`config.mk`:
```
export PLATFORM = sky130hd
export DESIGN_NAME = matrix_output_handler_flat
export DESIGN_NICKNAME = d
export VERILOG_FILES = /design/src/rtl/matrix_output_handler_if.sv /design/src/rtl/matrix_output_handler.sv /design/src/flat_wrapper.sv
export SDC_FILE = /design/constraint.sdc
export NUM_CORES = 1
export LEC_CHECK = 0
export CAP_MARGIN = 25
export CELL_PAD_IN_SITES_DETAIL_PLACEMENT = 0
export CELL_PAD_IN_SITES_GLOBAL_PLACEMENT = 2
export CORE_UTILIZATION = 35
export DETAILED_ROUTE_END_ITERATION = 8
export DONT_BUFFER_PORTS = 1
export PLACE_DENSITY = 0.86
export SYNTH_ARGS = -nofsm -noshare
export SYNTH_HDL_FRONTEND = slang
export SYNTH_SLANG_ARGS = --single-unit
```
`constraint.sdc`:
```
create_clock -name clk -period 6.84 [get_ports clk]
set_clock_uncertainty 0.15 [all_clocks]
set_input_delay 1.71 -clock clk [delete_from_list [all_inputs] [get_ports clk]]
set_output_delay 1.71 -clock clk [all_outputs]
set_load 0.005 [all_outputs]
```
`src/rtl/matrix_output_handler_if.sv`:
```
// Handshake, storage-read and buffer-write signals of the matrix read-back path.
// The master side drives the controls and returns storage data; the slave side is the handler.
interface matrix_output_handler_if;
    logic        start;
    logic [2:0]  matrix_id_in;
    logic        busy;
    logic        done;
    logic        error;
    logic [13:0] storage_rd_addr;
    logic [31:0] storage_rd_data;
    logic        buf_wr_en;
    logic [10:0] buf_wr_addr;
    logic [31:0] buf_wr_data;
    logic [10:0] words_written;

    modport master (
        output start, matrix_id_in, storage_rd_data,
        input  busy, done, error, storage_rd_addr,
               buf_wr_en, buf_wr_addr, buf_wr_data, words_written
    );

    modport slave (
        input  start, matrix_id_in, storage_rd_data,
        output busy, done, error, storage_rd_addr,
               buf_wr_en, buf_wr_addr, buf_wr_data, words_written
    );
endinterface

```
`src/rtl/matrix_output_handler.sv`:
```
// Copies one stored matrix slot into the output buffer as a named-matrix record:
// -1, id, name0, name1, rows, cols, data... with a gap-free write burst.
//
// state    | meaning
// IDLE     | waiting for start
// RD_HDR   | slot base address on the storage read port
// CHECK    | header word returned; validate id/rows/cols/N
// WR_MARK  | write -1 marker
// WR_ID    | write matrix id
// WR_NAME0 | write name word 0
// WR_NAME1 | write name word 1
// WR_ROWS  | write rows
// WR_COLS  | write cols
// WR_DATA  | write N data words
// DONE     | transfer complete, start accepted again
// ERROR    | bad id or header; left only by rst
module matrix_output_handler #(
    parameter int BLOCK_SIZE = 1152,
    parameter int HDR_WORDS  = 3,
    parameter int MAX_ELEMS  = 1149
) (
    input  logic                    clk,
    input  logic                    rst,
    matrix_output_handler_if.slave  bus
);

    typedef enum logic [3:0] {
        IDLE, RD_HDR, CHECK, WR_MARK, WR_ID, WR_NAME0, WR_NAME1,
        WR_ROWS, WR_COLS, WR_DATA, DONE, ERROR
    } state_t;

    state_t      state, state_nxt;
    logic [2:0]  id_q;
    logic [13:0] base_q;
    logic [13:0] rd_addr;
    logic [13:0] last_addr;
    logic [7:0]  rows_q;
    logic [7:0]  cols_q;
    logic [15:0] n_q;
    logic [15:0] rem;
    logic [31:0] name0_q;
    logic [31:0] name1_q;
    logic        wr_en;
    logic [10:0] wr_addr;
    logic [31:0] wr_data;
    logic [10:0] wr_count;

    logic [7:0]  hdr_rows;
    logic [7:0]  hdr_cols;
    logic [15:0] hdr_n;
    logic        hdr_bad;

    function automatic logic [13:0] base_of(input logic [2:0] id);
        return {11'd0, id} * 14'(BLOCK_SIZE);
    endfunction

    assign hdr_rows = bus.storage_rd_data[31:24];
    assign hdr_cols = bus.storage_rd_data[23:16];
    assign hdr_n    = {8'd0, hdr_rows} * {8'd0, hdr_cols};
    assign hdr_bad  = (id_q == 3'd0) || (hdr_rows == 8'd0) || (hdr_cols == 8'd0) ||
                      (hdr_n > 16'(MAX_ELEMS));

    always_ff @(posedge clk) begin
        if (rst) state <= IDLE;
        else     state <= state_nxt;
    end

    always_comb begin
        state_nxt = state;
        case (state)
            IDLE, DONE: if (bus.start) state_nxt = RD_HDR;
            RD_HDR:     state_nxt = CHECK;
            CHECK:      state_nxt = hdr_bad ? ERROR : WR_MARK;
            WR_MARK:    state_nxt = WR_ID;
            WR_ID:      state_nxt = WR_NAME0;
            WR_NAME0:   state_nxt = WR_NAME1;
            WR_NAME1:   state_nxt = WR_ROWS;
            WR_ROWS:    state_nxt = WR_COLS;
            WR_COLS:    state_nxt = WR_DATA;
            WR_DATA:    if (rem == 16'd1) state_nxt = DONE;
            ERROR:      state_nxt = ERROR;
            default:    state_nxt = IDLE;
        endcase
    end

    // Write outputs are registered: each state loads the word written in the following state.
    always_ff @(posedge clk) begin
        if (rst) begin
            id_q      <= '0;
            base_q    <= '0;
            rd_addr   <= '0;
            last_addr <= '0;
            rows_q    <= '0;
            cols_q    <= '0;
            n_q       <= '0;
            rem       <= '0;
            name0_q   <= '0;
            name1_q   <= '0;
            wr_en     <= 1'b0;
            wr_addr   <= '0;
            wr_data   <= '0;
            wr_count  <= '0;
        end else begin
            if (wr_en) wr_count <= wr_count + 11'd1;
            case (state)
                IDLE, DONE: begin
                    if (bus.start) begin
                        id_q     <= bus.matrix_id_in;
                        base_q   <= base_of(bus.matrix_id_in);
                        rd_addr  <= base_of(bus.matrix_id_in);
                        wr_count <= '0;
                    end
                end
                RD_HDR: rd_addr <= rd_addr + 14'd1;
                CHECK: begin
                    rows_q    <= hdr_rows;
                    cols_q    <= hdr_cols;
                    n_q       <= hdr_n;
                    last_addr <= base_q + 14'(HDR_WORDS) + hdr_n[13:0] - 14'd1;
                    rd_addr   <= rd_addr + 14'd1;
                    if (!hdr_bad) begin
                        wr_en   <= 1'b1;
                        wr_addr <= '0;
                        wr_data <= 32'hFFFF_FFFF;
                    end
                end
                WR_MARK: begin
                    name0_q <= bus.storage_rd_data;
                    wr_addr <= wr_addr + 11'd1;
                    wr_data <= {29'd0, id_q};
                end
                WR_ID: begin
                    name1_q <= bus.storage_rd_data;
                    wr_addr <= wr_addr + 11'd1;
                    wr_data <= name0_q;
                end
                WR_NAME0: begin
                    wr_addr <= wr_addr + 11'd1;
                    wr_data <= name1_q;
                end
                WR_NAME1: begin
                    wr_addr <= wr_addr + 11'd1;
                    wr_data <= {24'd0, rows_q};
                    rd_addr <= base_q + 14'(HDR_WORDS);
                end
                WR_ROWS: begin
                    wr_addr <= wr_addr + 11'd1;
                    wr_data <= {24'd0, cols_q};
                    if (rd_addr != last_addr) rd_addr <= rd_addr + 14'd1;
                end
                WR_COLS: begin
                    wr_addr <= wr_addr + 11'd1;
                    wr_data <= bus.storage_rd_data;
                    rem     <= n_q;
                    if (rd_addr != last_addr) rd_addr <= rd_addr + 14'd1;
                end
                WR_DATA: begin
                    rem <= rem - 16'd1;
                    if (rd_addr != last_addr) rd_addr <= rd_addr + 14'd1;
                    if (rem != 16'd1) begin
                        wr_addr <= wr_addr + 11'd1;
                        wr_data <= bus.storage_rd_data;
                    end else begin
                        wr_en <= 1'b0;
                    end
                end
                default: ;
            endcase
        end
    end

    assign bus.busy            = !(state inside {IDLE, DONE, ERROR});
    assign bus.done            = (state == DONE);
    assign bus.error           = (state == ERROR);
    assign bus.storage_rd_addr = rd_addr;
    assign bus.buf_wr_en       = wr_en;
    assign bus.buf_wr_addr     = wr_addr;
    assign bus.buf_wr_data     = wr_data;
    assign bus.words_written   = wr_count;

endmodule

```
`src/flat_wrapper.sv`:
```
// flat-port wrapper written by rule: the top's interface ports become plain ports
module matrix_output_handler_flat 
#(
    parameter int BLOCK_SIZE = 1152,
    parameter int HDR_WORDS  = 3,
    parameter int MAX_ELEMS  = 1149
)
  (clk, rst, bus_start, bus_matrix_id_in, bus_storage_rd_data, bus_busy, bus_done, bus_error, bus_storage_rd_addr, bus_buf_wr_en, bus_buf_wr_addr, bus_buf_wr_data, bus_words_written);
  matrix_output_handler_if bus_i ();
  input  logic clk;
  input  logic rst;
  input wire logic [$bits(bus_i.start)-1:0] bus_start;
  input wire logic [$bits(bus_i.matrix_id_in)-1:0] bus_matrix_id_in;
  input wire logic [$bits(bus_i.storage_rd_data)-1:0] bus_storage_rd_data;
  output wire logic [$bits(bus_i.busy)-1:0] bus_busy;
  output wire logic [$bits(bus_i.done)-1:0] bus_done;
  output wire logic [$bits(bus_i.error)-1:0] bus_error;
  output wire logic [$bits(bus_i.storage_rd_addr)-1:0] bus_storage_rd_addr;
  output wire logic [$bits(bus_i.buf_wr_en)-1:0] bus_buf_wr_en;
  output wire logic [$bits(bus_i.buf_wr_addr)-1:0] bus_buf_wr_addr;
  output wire logic [$bits(bus_i.buf_wr_data)-1:0] bus_buf_wr_data;
  output wire logic [$bits(bus_i.words_written)-1:0] bus_words_written;
  assign bus_i.start = bus_start;
  assign bus_i.matrix_id_in = bus_matrix_id_in;
  assign bus_i.storage_rd_data = bus_storage_rd_data;
  assign bus_busy = bus_i.busy;
  assign bus_done = bus_i.done;
  assign bus_error = bus_i.error;
  assign bus_storage_rd_addr = bus_i.storage_rd_addr;
  assign bus_buf_wr_en = bus_i.buf_wr_en;
  assign bus_buf_wr_addr = bus_i.buf_wr_addr;
  assign bus_buf_wr_data = bus_i.buf_wr_data;
  assign bus_words_written = bus_i.words_written;
  matrix_output_handler #(.BLOCK_SIZE(BLOCK_SIZE), .HDR_WORDS(HDR_WORDS), .MAX_ELEMS(MAX_ELEMS)) u_core (.clk(clk), .rst(rst), .bus(bus_i));
endmodule
```
; ---- Yosys cells after proc, flatten, opt, wreduce, memory -nomap -nowiden
; Index checks and enable logic that the tools add are counted.
[classes]
add_sub_neg = 7
n_mul = 2
order_cmp = 1
eq_ne = 20
mux = 20
reduce_logical = 24
[ops]
columns = op, n
row1 = $pmux W32 S8, 1
row2 = $mux W32, 2
row3 = $pmux W14 S4, 1
row4 = $mux W11, 5
row5 = $pmux W4 S11, 1
row6 = $pmux W11 S3, 1
row7 = $pmux W16 S2, 1
row8 = $mux W14, 2
row9 = $add A11 B1 Y11 const B, 2
row10 = $eq A16 B1 Y1 const B, 1
row11 = $eq A4 B3 Y1 const B, 4
row12 = $eq A4 B4 Y1 const B, 4
row13 = $gt A16 B11 Y1 const B, 1
row14 = $logic_not A8 Y1, 2
row15 = $mul A8 B8 Y16, 1
row16 = $ne A16 B1 Y1 const B, 1
row17 = $sub A16 B1 Y16 const B, 1
row18 = $add A14 B1 Y14 const B, 1
row19 = $add A14 B14 Y14, 1
row20 = $add A14 B2 Y14 const B, 1
row21 = $ne A14 B14 Y1, 1
row22 = $sub A14 B1 Y14 const B, 1
row23 = $mux W4, 3
row24 = $reduce_and A3 Y1, 4
row25 = 19 further kinds, 31
[word_totals]
regBits = 209
output_inout_bits = 72
word_cells = 89

; ---- Longest topological paths before layout
[depth]
ltp_word = 6
depth_mapped = 24
mapped_depth_nobuf = 22

; ---- Worst setup path before layout
; No wires, ideal clock.
[synth_path]
path_type = input port to flip-flop
start = input bus_storage_rd_data[23]
end = register u_core.wr_addr[2] (netlist: u_core.bus.buf_wr_addr[2])
setup_time_ps = 115
t_arrival_ps = 6613
t_required_ps = 6575
slack_ps = -37
path_stages = 19
n_path_buf = 2
path_cell_list = clkbuf_1 -> nand2_1 -> fa_1 -> fa_1 -> inv_1 -> fa_1 -> inv_1 -> fa_1 -> inv_1 -> ha_1 -> nand3_1 -> o221a_1 -> or4b_1 -> a21oi_2 -> o22ai_2 -> nor4_4 -> buf_6 -> nor2_1 -> o21a_1
[synth_between]
elab_chain_len = 5
word_cells_on_any_way = 7
cone_classes = 1 x mul / 1 x order compare / 1 x eq/ne / 4 x reduce/logical
[synth_lines]
columns = item, line
row1 = from (decl), flat_wrapper.sv:14  ; input wire logic [$bits(bus_i.storage_rd_data)-1:0] bus_storage_rd_data;
row2 = $mul A8 B8 Y16 or $logic_not A8 Y1 (tied branches), "matrix_output_handler.sv:59, matrix_output_handler.sv:60"
row3 = $gt A16 B11 Y1 or $logic_or A1 B1 Y1 (tied branches), "matrix_output_handler.sv:61, matrix_output_handler.sv:60"
row4 = $logic_or A1 B1 Y1 *, matrix_output_handler.sv:60  ; assign hdr_bad = (id_q == 3'd0) || (hdr_rows == 8'd0) || (hdr_cols == 8'd0) ||
row5 = $ne A2 B2 Y1 (no source line) *, -
row6 = $reduce_and A3 Y1 (no source line) *, -
row7 = to (signal assigned), matrix_output_handler.sv:129  ; wr_addr <= wr_addr + 11'd1;
row8 = to (signal assigned), matrix_output_handler.sv:134  ; wr_addr <= wr_addr + 11'd1;
row9 = to (signal assigned), matrix_output_handler.sv:138  ; wr_addr <= wr_addr + 11'd1;
row10 = to (decl), matrix_output_handler.sv:44  ; logic [10:0] wr_addr;
; Mark *: on every way between the ends. The rest lies on a longest branch, timed or not.
; A chain may end at the register's enable or synchronous reset.

; ---- Worst setup path in the final report
[layout_path]
start = input bus_storage_rd_data[23]
end = register u_core.wr_addr[9] (netlist: u_core.bus.buf_wr_addr[9])
[layout_between]
elab_chain_len = 5
word_cells_on_any_way = 7
cone_classes = 1 x mul / 1 x order compare / 1 x eq/ne / 4 x reduce/logical
[layout_lines]
columns = item, line
row1 = $mul A8 B8 Y16, matrix_output_handler.sv:59  ; assign hdr_n = {8'd0, hdr_rows} * {8'd0, hdr_cols};
row2 = net u_core.hdr_n[9], matrix_output_handler.sv:50  ; logic [15:0] hdr_n;
row3 = $gt A16 B11 Y1, matrix_output_handler.sv:61  ; (hdr_n > 16'(MAX_ELEMS));
row4 = $logic_or A1 B1 Y1, matrix_output_handler.sv:60
row5 = $ne A2 B2 Y1 (no source line), -
row6 = $reduce_and A3 Y1 (no source line), -
; The timed path passes the listed nets, and every way through them passes these cells.

==> impl_results.md <==
* Post-synthesis compound-gate area fraction at a little over a fifth
* Final Setup Violations at 0
* Crit. Startpoint: bus_storage_rd_data[23]
* Number of inserted diodes at 0
* Result of the run: complete, no violations
* Number of global-route vias before repair at 9307
* CP Data Arrival Time at around 6.8 ns
* Post-synthesis adder-cell area fraction at a little under an eighth
* Share of async-settable or async-resettable flops after synthesis at 0%
* Mux cell area share after synthesis at less than 1%
* Area of the die at about 34000 sq um
* Critical-path cell list: and2_1 -> fa_1 -> fa_1 -> fa_1 -> inv_1 -> fa_1 -> inv_1 -> ha_1 -> or4b_2 -> o2111ai_1 -> a2111oi_0 -> o211ai_1 -> nor4_4 -> buf_12 -> nor3_2 -> a21o_1
* Static Leak at between 4 and 5 nW
* Cell variety after synth at 68
* Post-CTS setup buffer count at 0
* Register area at a little over 4000 sq um
* Startpoint of the lowest-slack register-to-register path: u_core.state[1]$_SDFFE_PP0P_
* Max Fanout on Critical Path at 13
* Worst-margin pin slew at 1.01 ns
* CTS Sinks at around 200
* Detail Route Antenna Nets at 0
* Signed area change from the synthesized netlist to the final layout at 10.7%
* Placer congestion estimate at 0.832
* Last element of the critical path: u_core.bus.buf_wr_addr[9]$_SDFFE_PP0P_
* Pin count of the biggest net entering global routing at 192
* Number of DRC markers after the initial detailed-route iteration at between 700 and 800
* Filler cell count in the final layout at 3400
* Max Cap Violations at 0
* Register-to-register path setup slack at 3.08 ns
* Crit-path max cell delay at 0.69 ns
* Port Buffers at 0
* Placed Cells incl. Taps at between 1500 and 2000
* Placement Rows at 66
* Root Buffer: clkbuf_16
* CP most frequent cell: fa_1
* Type of origin of the critical path: primary input
* Number of synthesis warnings at 0
* Mean routed wirelength per cell at 17.3 um
* Number of hold-slack violations in the final timing report at 0
* Crit-path slowest cell: or4b_2
* Largest delay share family, worst path: adder cells
* Share of the synthesized area in the top cell type at between 30% and 40%
* Simple-gate share of the synthesized area at a little under a quarter
* NumNets Final at around 1500
* Clock tree from TritonCTS: built
* Wire length of the first global-routing pass at 50900 um
* Number of nets in the synthesized netlist at 1587
* Clk Latency, worst-skew pair at ~0.52 ns
* Mean post-synth cell area at 7.99 sq um
* Total of hold buffers inserted after clock tree synthesis at 0
* Number of pins exceeding their max-slew limit in the final report at 0
* Ranking of synthesized cells by area: dfxtp_1 (34%), nand2_1 (8.7%), a21oi_1 (6.5%)
* Drt via density at between 5 and 6
* Max IR drop VDD at ~0.19 mV
* Worst reg-to-reg path cell count at 8
* Chip height at around 180 um
* Most used flip-flop cell after synthesis: dfxtp_1
* Most numerous cell in the Yosys netlist: nand2_1
* Total buffers and inverters traversed by the critical path at 3
* Detail Placement HPWL at 21700 um
* Core outline area at approximately 33000 sq um
* Worst Path Required at around 7.2 ns
* Overall routing resource usage at a little under a fifth
* Number of synthesized flops with an enable pin at 0
* Worst min-delay path category: reg2reg
* Total Power at roughly 4.9 mW
* Worst slew margin relative to its limit at 32.5%
* Proportion of layout cells with a drive suffix above 1 at 8.27%
* Number of antenna violations at the first check in global routing at 0
* Peak Freq at between 150 and 200 MHz
* Capture point of the worst reg-to-reg path: u_core.bus.storage_rd_addr[13]$_SDFFE_PP0P_
* DRC errors left at 0
* Initial Utilization at between 30 and 40%
* Part of the Yosys area used for sequential elements at 34.4%
* Post-synthesis xor/xnor area fraction at ~3.4%
* Length of the first detailed-routing pass in iterations at 9
* Deepest level of the CTS H-tree at 1
* Min cycle time layout at approximately 6.4 ns
* Aggregate routed wire length at about 32000 um
* Post-Syn Area at 11700 sq um
* Syn Inst Count at approximately 1500
* Non-filler instance count after layout at between 1500 and 2000
* Synth top cells by count: nand2_1 (271), dfxtp_1 (201), a21oi_1 (153), nor2_1 (102), clkbuf_1 (96)
* Post-cts gate resize count at 0
* Width of the die at 185 um
* Synthesis-stage register bit count at between 200 and 250
* Clock transition at the registers of the reported paths at around 0.060 ns
* Number of buffers created by CTS at 24
* Area of combinational cells with multiple inputs at around 7000 sq um
* Crit share post-route at a little over nine tenths
* Crit. path cell count at 16
* Power per Cell Area at 381 nW/um^2
* Main combinational cell family by area after synthesis: simple AND/OR/NAND/NOR gates
* Area leader, netlist: dfxtp_1
* I/O pin count at 110
* Kind of end point of the critical path: flip-flop
* Type of the worst setup path: in2reg
* Setup repair after global routing missed its margin: false
* Vias at 10100
* Overall overflow remaining after global route at 0
* Max Buffers Root-to-Sink at 3
[power breakdown]
part	leakage (nW)	total [mW]	internal, mW	switching, mW
logic	2.77	2.01	0.824	1.19
clock network	0.419	1.38	0.864	0.520
registers	1.63	1.54	1.35	0.186
[final cells by class]
type                    instances  share of cell area, %
clock inverters                11                   1.37
repair buffers                 27                   1.76
multi-input cells            1089                   54.3
well taps                     442                   4.27
inverters                      65                   1.88
clock buffers                  33                   5.36
flip-flops and latches        201                   31.1
[worst min-delay path, stage by stage (launching register included)]
cell and delay [ns]:
dfxtp_1 0.31, nand2_1 0.05, a21oi_1 0.05
[metrics by stage]
| stage | setup WS (ns) | hold slack, ns | utilization, % | TNS, ns | cell area, sq um |
|---|---|---|---|---|---|
| 2_1_floorplan | 0.00504 | 0.282 | - | 0 | 11700 |
| 3_3_place_gp | -0.105 | 0.288 | 36.9 | -0.931 | 12100 |
| 3_5_place_dp | -0.169 | 0.292 | 36.9 | -1.63 | 12100 |
| 4_1_cts | 0.383 | 0.300 | 39.6 | 0 | 13000 |
| 5_1_grt | 0.148 | 0.317 | 39.6 | 0 | 13000 |
| 6_report | 0.393 | 0.303 | 39.6 | 0 | 13000 |
[cell usage in the layout, fill, tap and decap left out, drive strengths merged, types with 12 or more instances in the layout]
master / instances
nand2: 271
dfxtp: 201
a21oi: 154
nor2: 102
inv: 66
nor3: 53
and2: 49
ha: 48
a211oi: 42
o21ai: 38
fa: 36
clkbuf: 33
nand3: 31
buf: 27
xor2: 25
a222oi: 24
xnor2: 20
a21o: 14
o22ai: 13
nand4: 12
[cells by family (layout without fill, tap and decap cells)]
logic type,count (synthesis),count (layout)
AOI/OAI and AO/OA,364,364
buffers and inverters,175,136
and+or+nand+nor,585,585
DFF,201,201
xor gates and xnor gates,45,45
adders and majority gates,84,84
muxes,11,11
[metal layers]
| layer | global-route usage (%) | up-vias | share of wire [%] |
|---|---|---|---|
| met3 | 3.74 | 39 | 6.8 |
| met5 | 0 | - | 0 |
| met4 | 4.13 | 0 | 1.7 |
| li1 | - | 5011 | - |
| met2 | 29.0 | 277 | 45 |
| met1 | 26.0 | 4765 | 47 |
[how the worst min path moves through the flow]
stage	from	end	slack, ns	cells past startpoint
floorplan	u_core.n_q[10]$_SDFFE_PP0P_	u_core.n_q[10]$_SDFFE_PP0P_	0.28	2
global placement	u_core.name1_q[9]$_SDFFE_PP0N_	u_core.name1_q[9]$_SDFFE_PP0N_	0.29	2
detailed placement	u_core.name0_q[5]$_SDFFE_PP0N_	u_core.name0_q[5]$_SDFFE_PP0N_	0.29	2
CTS	u_core.name0_q[5]$_SDFFE_PP0N_	u_core.name0_q[5]$_SDFFE_PP0N_	0.30	2
global route	u_core.n_q[10]$_SDFFE_PP0P_	u_core.n_q[10]$_SDFFE_PP0P_	0.32	2
finish	u_core.rows_q[5]$_SDFFE_PP0P_	u_core.rows_q[5]$_SDFFE_PP0P_	0.30	2
[flip-flops by register name (all words and copies together) (netlist names)]
register                    count
u_core.bus.buf_wr_data         32
u_core.name0_q                 32
u_core.name1_q                 32
u_core.n_q                     16
u_core.rem                     16
u_core.bus.storage_rd_addr     14
u_core.last_addr               13
u_core.bus.buf_wr_addr         11
u_core.bus.words_written       11
u_core.cols_q                   8
u_core.rows_q                   8
u_core.state                    4
u_core.id_q                     2
u_core.base_q                   1
u_core.bus.buf_wr_en            1
Power figures use the tool's default switching activity.
